[src/rtl/ldalign.sv]
// ldalign - load alignment unit for the data-memory read path.
//
// Accepts load requests, issues word-aligned read commands to data memory,
// keeps per-load attributes in order, buffers returned words and produces
// the extracted, zero/sign-extended result for register write-back.
//
// Ports:
//   clk, nrst                      clock (rising edge), async active-low reset
//   req_valid/req_ready            load request handshake
//   req_addr, req_size, req_signed byte address, size (00 B, 01 H, 1x W), sign
//   mem_rd_valid/mem_rd_ready      memory read command handshake
//   mem_rd_addr                    word-aligned command address
//   mem_rsp_valid, mem_rsp_data    in-order read data, no backpressure
//   out_valid/out_ready            result handshake
//   out_data, out_err              aligned result, misalignment flag
module ldalign #(
  parameter int DEPTH      = 2,
  parameter int ADDR_WIDTH = 32
) (
  input  logic                  clk,
  input  logic                  nrst,
  input  logic                  req_valid,
  output logic                  req_ready,
  input  logic [ADDR_WIDTH-1:0] req_addr,
  input  logic [1:0]            req_size,
  input  logic                  req_signed,
  output logic                  mem_rd_valid,
  input  logic                  mem_rd_ready,
  output logic [ADDR_WIDTH-1:0] mem_rd_addr,
  input  logic                  mem_rsp_valid,
  input  logic [31:0]           mem_rsp_data,
  output logic                  out_valid,
  input  logic                  out_ready,
  output logic [31:0]           out_data,
  output logic                  out_err
);

  localparam int PW = $clog2(DEPTH);
  localparam logic [PW:0] DEPTH_C = (PW+1)'(DEPTH);
  localparam logic [PW:0] ONE_C   = (PW+1)'(1);

  // Attribute word layout: {lane[1:0], size[1:0], signed, misaligned}
  logic [5:0]  attr_mem [DEPTH];
  logic [31:0] data_mem [DEPTH];

  // One read pointer serves both FIFOs because heads always pop together.
  // The data write pointer doubles as the "next load awaiting a response"
  // index into the attribute FIFO.
  logic [PW:0] attr_wr_ptr;
  logic [PW:0] data_wr_ptr;
  logic [PW:0] rd_ptr;
  logic [PW:0] cnt;

  logic       has_credit;
  logic       accept;
  logic       pop;
  logic       rsp_push;
  logic       misaligned;
  logic [5:0] attr_in;

  logic [5:0]  head_attr;
  logic [31:0] head_data;
  logic [1:0]  head_lane;
  logic [1:0]  head_size;
  logic        head_signed;
  logic        head_mis;
  logic [31:0] shifted;
  logic [15:0] half;

  // Credits are taken from the registered count only, so a pop in the same
  // cycle never frees a slot for a new request combinationally.
  assign has_credit   = (cnt < DEPTH_C);
  assign mem_rd_valid = req_valid & has_credit;
  assign req_ready    = mem_rd_ready & has_credit;
  assign mem_rd_addr  = {req_addr[ADDR_WIDTH-1:2], 2'b00};
  assign accept       = req_valid & req_ready;

  assign misaligned = ((req_size == 2'b01) & req_addr[0]) |
                      (req_size[1] & (req_addr[1:0] != 2'b00));
  assign attr_in    = {req_addr[1:0], req_size, req_signed, misaligned};

  // A response is only meaningful when some accepted load still lacks data;
  // otherwise it is stray and dropped.
  assign rsp_push  = mem_rsp_valid & (data_wr_ptr != attr_wr_ptr);
  assign out_valid = (data_wr_ptr != rd_ptr);
  assign pop       = out_valid & out_ready;

  // Credit counter: one per accepted load until its result is consumed.
  always_ff @(posedge clk or negedge nrst) begin
    if (!nrst) begin
      cnt <= '0;
    end else begin
      case ({accept, pop})
        2'b10:   cnt <= cnt + ONE_C;
        2'b01:   cnt <= cnt - ONE_C;
        default: cnt <= cnt;
      endcase
    end
  end

  // FIFO pointers carry one extra wrap bit and roll over naturally.
  always_ff @(posedge clk or negedge nrst) begin
    if (!nrst) begin
      attr_wr_ptr <= '0;
      data_wr_ptr <= '0;
      rd_ptr      <= '0;
    end else begin
      if (accept) begin
        attr_wr_ptr <= attr_wr_ptr + ONE_C;
      end
      if (rsp_push) begin
        data_wr_ptr <= data_wr_ptr + ONE_C;
      end
      if (pop) begin
        rd_ptr <= rd_ptr + ONE_C;
      end
    end
  end

  // Storage needs no reset: entries are only read once a pointer covers them.
  always_ff @(posedge clk) begin
    if (accept) begin
      attr_mem[attr_wr_ptr[PW-1:0]] <= attr_in;
    end
    if (rsp_push) begin
      data_mem[data_wr_ptr[PW-1:0]] <= mem_rsp_data;
    end
  end

  assign head_attr   = attr_mem[rd_ptr[PW-1:0]];
  assign head_data   = data_mem[rd_ptr[PW-1:0]];
  assign head_lane   = head_attr[5:4];
  assign head_size   = head_attr[3:2];
  assign head_signed = head_attr[1];
  assign head_mis    = head_attr[0];
  assign shifted     = head_data >> {head_lane, 3'b000};
  assign half        = head_lane[1] ? head_data[31:16] : head_data[15:0];

  // Lane extraction and extension of the head entry; outputs are held at
  // zero whenever there is no valid result.
  always_comb begin
    out_data = '0;
    out_err  = 1'b0;
    if (out_valid) begin
      if (head_mis) begin
        out_err = 1'b1;
      end else begin
        case (head_size)
          2'b00:   out_data = {{24{head_signed & shifted[7]}}, shifted[7:0]};
          2'b01:   out_data = {{16{head_signed & half[15]}}, half};
          default: out_data = head_data;
        endcase
      end
    end
  end

endmodule

[config.mk]
export PLATFORM = sky130hd
export DESIGN_NAME = ldalign
export DESIGN_NICKNAME = d
export VERILOG_FILES = /design/src/rtl/ldalign.sv
export SDC_FILE = /design/constraint.sdc
export NUM_CORES = 1
export LEC_CHECK = 0
export ABC_AREA = 1
export ABC_CLOCK_PERIOD_IN_PS = 2600
export CAP_MARGIN = 20
export CORE_AREA = 10 10 133 135
export DETAILED_ROUTE_END_ITERATION = 8
export DIE_AREA = 0 0 143 145
export GPL_TIMING_DRIVEN = 1
export REMOVE_ABC_BUFFERS = 1
export SLEW_MARGIN = 40
export SYNTH_ARGS = -nofsm -noshare
export SYNTH_HDL_FRONTEND = slang
export SYNTH_SLANG_ARGS = --single-unit
export TNS_END_PERCENT = 30
[constraint.sdc]
create_clock -name clk -period 2.6 [get_ports clk]
set_clock_uncertainty 0.1 [all_clocks]
set_input_delay 0.52 -clock clk [delete_from_list [all_inputs] [get_ports clk]]
set_output_delay 0.52 -clock clk [all_outputs]
set_load 0.02 [all_outputs]
* Word-level counts from Yosys, hierarchy flattened
Memories as Yosys holds them, arrays and structs flattened.
Cells that the tools add are included.
W data, S select, Z words.
** Storage, ports and cells
- Bits in registers :: 8
- Bits in latches :: 0
- Bits in writable memories :: 76
- ROM bits :: 0
- Input bits :: 73
- Output and inout port bits :: 68
- Word-level logic and storage cells :: 43
- Memories kept :: 2
** Memory list
- data_mem :: words 2, bits a word 32, read ports 1, clocked after Yosys merged registers in 0, write ports 1, RTL line 44 : logic [31:0] data_mem [DEPTH];
- attr_mem :: words 2, bits a word 6, read ports 1, clocked after Yosys merged registers in 0, write ports 1, RTL line 43 : logic [5:0] attr_mem [DEPTH];
** Cells by class
- $add $sub $neg :: 5
- $mul :: 0
- Div/mod/pow operators :: 0
- Order comparisons :: 1
- Equality and inequality tests :: 6
- Shifts and indexed selects :: 1
- Multiplexer cells :: 11
- Bitwise gates (word level) :: 10
- Reduce and logical (&&, ||, !) cells :: 3
** Operator list (number)
- $mux W32 :: 2
- $pmux W32 S2 :: 1
- $shr A32 B5 Y8 :: 1
- $mux W16 :: 1
- $and A1 B1 Y1 :: 9
- $add A2 B1 Y2 const B :: 4
- $eq A2 B1 Y1 const B :: 3
- $mux W1 :: 6
- $ne A2 B2 Y1 :: 2
- $pmux W2 S2 :: 1
- $reduce_bool A2 Y1 :: 2
- $eq A2 B2 Y1 const B :: 1
- $logic_not A2 Y1 :: 1
- $lt A2 B2 Y1 const B :: 1
- $sub A2 B1 Y2 const B :: 1
- $or A1 B1 Y1 :: 1

* Depth between registers and ports, before layout
An unclocked memory read counts as a cell.
- Depth after elaboration :: 6
- Gate-level depth with buffers :: 14
- Mapped depth without buffers :: 11

* Worst setup path after synthesis
OpenSTA, ideal clock, no wires.
- Path kind :: reg2reg
- Start :: register data_wr_ptr[0]
- End :: memory data_mem[1][0], enable pin
- Library setup time :: 424 ps
- Arrival :: 2145 ps
- Required time :: 2076 ps
- Path slack :: -69 ps
- Stages on the path, launching flop included :: 4
- Buffers on the path :: 0
- Clock period less this slack :: 2669 ps
- Cells stage by stage :: dfrtp_1 > xor2_1 > o21ai_0 > nor2_1
** On the way
- Word-level cells in the longest chain between the ends :: 4
** RTL lines
- start: declaration :: RTL line 50 : logic [PW:0] data_wr_ptr;
- start signal: assignment :: RTL line 112 : data_wr_ptr <= data_wr_ptr + ONE_C;
- $ne A2 B2 Y1 :: RTL line 84 : assign rsp_push = mem_rsp_valid & (data_wr_ptr != attr_wr_ptr);
- $and A1 B1 Y1 :: RTL line 84
- $mux W1 :: RTL line 125 : if (rsp_push) begin
- $mux W1 (not written as such) :: RTL line 126 : data_mem[data_wr_ptr[PW-1:0]] <= mem_rsp_data;
- end: declaration :: RTL line 44
Parallel ways exist; a longest one is shown, timed or not.

* Worst setup path in the final report
- Start :: register rd_ptr[0]
- End :: output port out_data[28]
** On the way
- Word-level cells in the longest chain between the ends :: 6
- Elaborated cells on any way between the ends :: 12
- Those cells by class :: eq/ne: 2; shift: 1; mux: 4; bitwise: 2; reduce/logical: 1; memory: 2
** RTL lines
- start: declaration :: RTL line 51 : logic [PW:0] rd_ptr;
- start signal: assignment :: RTL line 115 : rd_ptr <= rd_ptr + ONE_C;
- $mem_v2 Z2 W32 or $mem_v2 Z2 W6 (tied branches)
- $shr A32 B5 Y8 or $mux W16 (tied branches) :: RTL line 136, 137
- $and A1 B1 Y1, on equally long branches :: RTL line 149, 150
- $pmux W32 S2 :: RTL line 148 : case (head_size)
- $mux W32 :: RTL line 145 : if (head_mis) begin
- $mux W32 * :: RTL line 144 : if (out_valid) begin
- end: declaration :: RTL line 34 : output logic [31:0] out_data,
Every way passes the cells marked *; elsewhere a longest branch is shown, timed or not.

==> impl_metrics.toml <==
[placed_design]
dpl_cell_area_um2 = 5610
place_congestion = 0.851
io_buffer_count = 78
post-place-ws_ns = -0.363
place_inst = 716
dp_hpwl_um = 9360

[routing]
totalWireLength_um = 12500
postRouteAntennaNets = 0
post-route-drc-count = 0
drt-initial-drc-count = 219
vias = 3289
drt_pass1_iterations = 4
via_per_inst = 4.46
wl_per_cell_um = 16.9

[power]
cellPowerDensity_nw_per_um2 = 1330
ir_drop_mv = 0.488
p_total_w = 0.00804
p_leak_nw = 2.63

[synth]
syn_inst = 434
ys_seq_elements = 84
avgSynthCellArea_um2 = 10.2
ys.flop_type = "edfxtp_1"
ys_seq_area_frac = 0.561
yosys_warnings = 0
netlist_area_um2 = 4420
ys_types = 37
ys_async_sr_fraction = 0.0952
synth_edf_count = 76

[floorplanning]
die_x_um = 143
core_area_um2 = 15000
die_y_um = 145
initial_core_util = 0.294
ioPinCount = 141
rows = 45
die-area_um2 = 20700

[timing]
hold_violations = 0
slew_headroom = 0.622
rsz0062_at_grt = "yes"
post-route-min-period_ns = 2.81
final.setup.worst_slack_ns = -0.214
fin_crit_sh = 1.08
setup_viol = 32
worst_pin_slew_ns = 0.561
drv_slew = 0
timing.fmax_mhz = 355

[critical_path]
cp-start-kind = "flip-flop"
critPathCaptureType = "output port"
crit_type = "reg2out"
worstPathRequired_ns = 1.98
slowest_delay_ns = 0.54
cp_cell_sequence = "buf_6 -> buf_6 -> o21ai_4 -> nor2_8 -> nand2_4 -> nand2_2 -> nand2_4 -> nand3_4 -> nand2_8 -> buf_12 -> nor2_4 -> buf_6"
reg2reg_depth = 11
cpMaxStageDelayCell = "dfrtp_4"
worst_ep_arrival_time_ns = 2.19
cp_common_cell = "buf_6"
cp_max_fo = 6

[finish]
final_common_cell = "nand2_1"
final_area_um2 = 6020
area_growth_pct = 36.1
drive_gt1_frac = 0.302
fin_nets = 619
final_cell_mix = "nand2_1, edfxtp_1, buf_4, clkdlybuf4s50_1, inv_1"
n_antenna_cell = 0
finalNonFillerCells = 738

[grt]
overflow = 0
grt_max_degree = 33
gr-usage-all-layers = 0.121
antenna_found_initial = 0
grt_pass1_vias = 3462
grt_pass1_wl_um = 19400

[cts]
cts-root-buf = "clkbuf_16"
htree_levels = 3
cts_tree = "done"
cts_sinks = 84
numCtsBuffers = 9
clock_latency_ns = 0.33
clockBufferDepth = 2
clk_pin_slew_ns = 0.06

[hold_path]
holdCritPathClass = "in2async"

[job]
cap_violations = 0

[run_status]
violations = "setup timing"
status = "complete, but fails checks"
## logic make-up after synthesis
group | synth area share
buffers and inverters | 0.109
xor gates and xnor gates | 0.0215
muxes | 0.0158
adders and majority gates | 0.00283
DFF | 0.561
AOI/OAI and AO/OA | 0.0478
and+or+nand+nor | 0.241
other | 0.000848
## report_power, final
part           switching (W)  internal, W  leakage [nW]
registers           0.000154      0.00194         0.796
clock network       0.000485     0.000769         0.139
logic                0.00270      0.00199          1.69
## final cells by class
type | instances | area (µm²)
inverter | 33 | 141
tap | 188 | 235
fill | 1391 | 9010
multi-input combinational | 273 | 1550
sequential | 84 | 2490
clock inverter | 4 | 50.0
clock buffer | 12 | 246
timing repair buffer | 144 | 1310
## critical path, delay by kind of cell, from the launching register on
| family | cells | cell delay (ns) |
|---|---|---|
| AND/OR/NAND/NOR | 7 | 0.55 |
| buffers and inverters | 4 | 0.53 |
| AO/OA/AOI/OAI | 1 | 0.23 |
| flip-flops | 1 | 0.54 |
## per-layer routing
| layer | vias to the layer above | global-route usage | wire length [µm] |
|---|---|---|---|
| li1 | 1617 | - | - |
| met1 | 1562 | 0.141 | 5130 |
| met2 | 101 | 0.194 | 6130 |
| met3 | 9 | 0.0508 | 1050 |
| met4 | 0 | 0.0402 | 148 |
| met5 | - | 0 | 0 |
## cell usage after synthesis (2+ instances only)
master    count  share of area
nor2_1       33          0.028
clkbuf_1      3         0.0025
nand2_1     130           0.11
edfxtp_1     76           0.52
buf_6         2         0.0051
nand2_4       5          0.013
nor2_4       10          0.025
inv_2         2         0.0017
inv_1        30          0.025
xor2_1        7          0.014
o21ai_0      12          0.014
buf_2         4         0.0045
o221ai_1      6          0.012
nand2_2      11          0.016
nand2_8       2         0.0091
buf_12        2         0.0091
nand3_1      23          0.026
a21oi_1       9          0.010
dfrtp_1       8          0.045
xnor2_1       2         0.0040
mux2i_1       7          0.016
or2_2         2         0.0028
buf_4        34          0.058
## through the flow
| step | TNS (ns) | util | hold slack [ns] |
|---|---|---|---|
| floorplan | -19.45 | - | 0.124 |
| global route | -8.35 | 0.400 | 0.403 |
| finish | -4.69 | 0.400 | 0.379 |
| CTS | -5.53 | 0.398 | 0.383 |
| global placement | -7.48 | 0.373 | 0.377 |
| detailed placement | -8.73 | 0.373 | 0.391 |
## flip-flops by register name, indices dropped and copies added (netlist names)
signal,count
attr_wr_ptr,2
data_wr_ptr,2
rd_ptr,2
data_mem,64
cnt,2
attr_mem,12
## path summary, 6_finish.rpt
check,slack (ns),from,end
worst max-delay path,-0.21,rd_ptr[0]$_DFFE_PN0P_,out_data[28]
worst min-delay path,0.38,nrst,rd_ptr[0]$_DFFE_PN0P_
worst max register to register,0.26,rd_ptr[0]$_DFFE_PN0P_,cnt[1]$_DFFE_PN0P_
worst min register to register,0.40,cnt[0]$_DFFE_PN0P_,cnt[0]$_DFFE_PN0P_
max in group asynchronous,1.71,nrst,rd_ptr[0]$_DFFE_PN0P_
min in group clk,0.40,cnt[0]$_DFFE_PN0P_,cnt[0]$_DFFE_PN0P_
## repair_timing
| item | CTS | global route |
|---|---|---|
| resized for setup | 181 | 21 |
| cloned | 1 | 0 |
| pin swaps | 10 | 4 |
| hold buffers | 0 | 0 |
| buffers inserted | 5 | 0 |
| setup endpoints to repair | 34 | 34 |
Power figures use the tool's default switching activity.
==> variant, RTL diff (same flow settings) <==
Set the parameter `ADDR_WIDTH` to 40 (it was 32).
--- a/src/rtl/ldalign.sv
+++ b/src/rtl/ldalign.sv
@@ -16,5 +16,5 @@
 module ldalign #(
   parameter int DEPTH      = 2,
-  parameter int ADDR_WIDTH = 32
+  parameter int ADDR_WIDTH = 40
 ) (
   input  logic                  clk,
Ports: changed (resized mem_rd_addr and req_addr); port bits go from 141 to 157. No check against the original RTL was run, so the function may have changed too.
==> variant against the original RTL <==
The run still ends with negative setup slack left; combinational power rose by 7.2%; critical path depth unchanged; setup slack improved by 0.031 ns; wire length grew 5.6%; sequential share of layout area decreased by 1.3 points; area after synthesis increased by 1.4%; sequential cell count is the same; maximum frequency increased by 1.1%; cell area up 3.2%; power up 3.5%; highest routed layer is now met5.
==> variant: results (changes against the original RTL) <==
1st-iter DRT viols=171 (was 219); fin nets=629 (was 619); slew margin rel.=0.6293 (was 0.6222); H-tree depth=3 (unchanged); Pleak=2.695 nW (was 2.629 nW); Synth Area in Compound Gates=0.04715 (was 0.04779); failing checks=negative setup slack (unchanged); Tot GR Track Use=0.1254 (was 0.1208); Switching Fraction=0.4277 (was 0.4158); detailed-route vias per instance=4.526 (was 4.457); Worst Setup EP=out_data[30] (was out_data[28]); Fillers=1,408 (was 1,391); flop2flop setup slack=0.30 ns (was 0.26 ns); final setup fails=32 (unchanged); routing usage on met3=0.06291 (was 0.05085); Post-Synth Adder-Cell Area=0.002790 (was 0.002828); dpl hpwl=9771 um (was 9355 um); Setup WS post-layout=-0.1833 ns (was -0.2140 ns); worst hold path type=input port to async pin (unchanged); NonClk Buf Share=0.2189 (was 0.2180); share of layout cells above drive strength 1=0.3641 (was 0.3018); grt met1 use=0.1490 (was 0.1409); ClkCell Share=0.04551 (was 0.04925); top cells by area, synth=edfxtp_1 51%, nand2_1 11%, buf_4 7.0% (was edfxtp_1 52%, nand2_1 11%, buf_4 5.8%); Total Wirelength=13,160 um (was 12,450 um); GR Layer Usage met2=0.1947 (was 0.1945); Post-synth top cells=130 x nand2_1, 76 x edfxtp_1, 42 x buf_4, 33 x nor2_1, 30 x inv_1 (was 130 x nand2_1, 76 x edfxtp_1, 34 x buf_4, 33 x nor2_1, 30 x inv_1); total negative setup slack=-3.119 ns (was -4.685 ns); first-pass GRT wire length=20,090 um (was 19,380 um); WL met3=1325 um (was 1050 um); crit path DAT=2.16 ns (was 2.19 ns); nonclk buf count=146 (was 144); Max stage delay on crit path=0.56 ns (was 0.54 ns); global placement routability congestion=0.8427 (was 0.8505); Met2 Wirelength=6319 um (was 6126 um); mux share of post-synthesis cell area=0.01563 (was 0.01584); outcome=finished, violations left (unchanged); Gates resized, CTS repair=211 (was 181); sequential portion of the cell area=0.4001 (was 0.4129); register area share after synthesis=0.5536 (was 0.5611); xor and xnor area share after synthesis=0.02121 (was 0.02149); worst vdd ir=0.0005134 V (was 0.0004884 V); worst-path fanout max=8 (was 6)
variant: power by group through the flow:
| stage | registers (mW) | clock network, mW | logic [mW] |
|---|---|---|---|
| after global routing | 2.13 | 1.29 | 5.48 |
| final | 2.10 | 1.19 | 5.03 |
| after CTS | 2.09 | 1.22 | 4.79 |
| after global placement | 2.12 | 0 | 4.43 |
| after floorplan | 2.17 | 0 | 2.28 |
| after detailed placement | 2.12 | 0 | 4.48 |
variant: per-stage QoR:
stage                     cells  utilization  hold slack [ns]  total power, mW  setup WS (ns)
after detailed placement    716       0.3729           0.3886            6.601        -0.3511
after global routing        740       0.4133           0.3952            8.894        -0.2675
final                       740       0.4133           0.3728            8.321        -0.1833
after floorplan             389            -           0.1244            4.447        -0.7107
after global placement      716       0.3729           0.3769            6.545        -0.3497
after CTS                   738       0.4012           0.3778            8.103        -0.1974
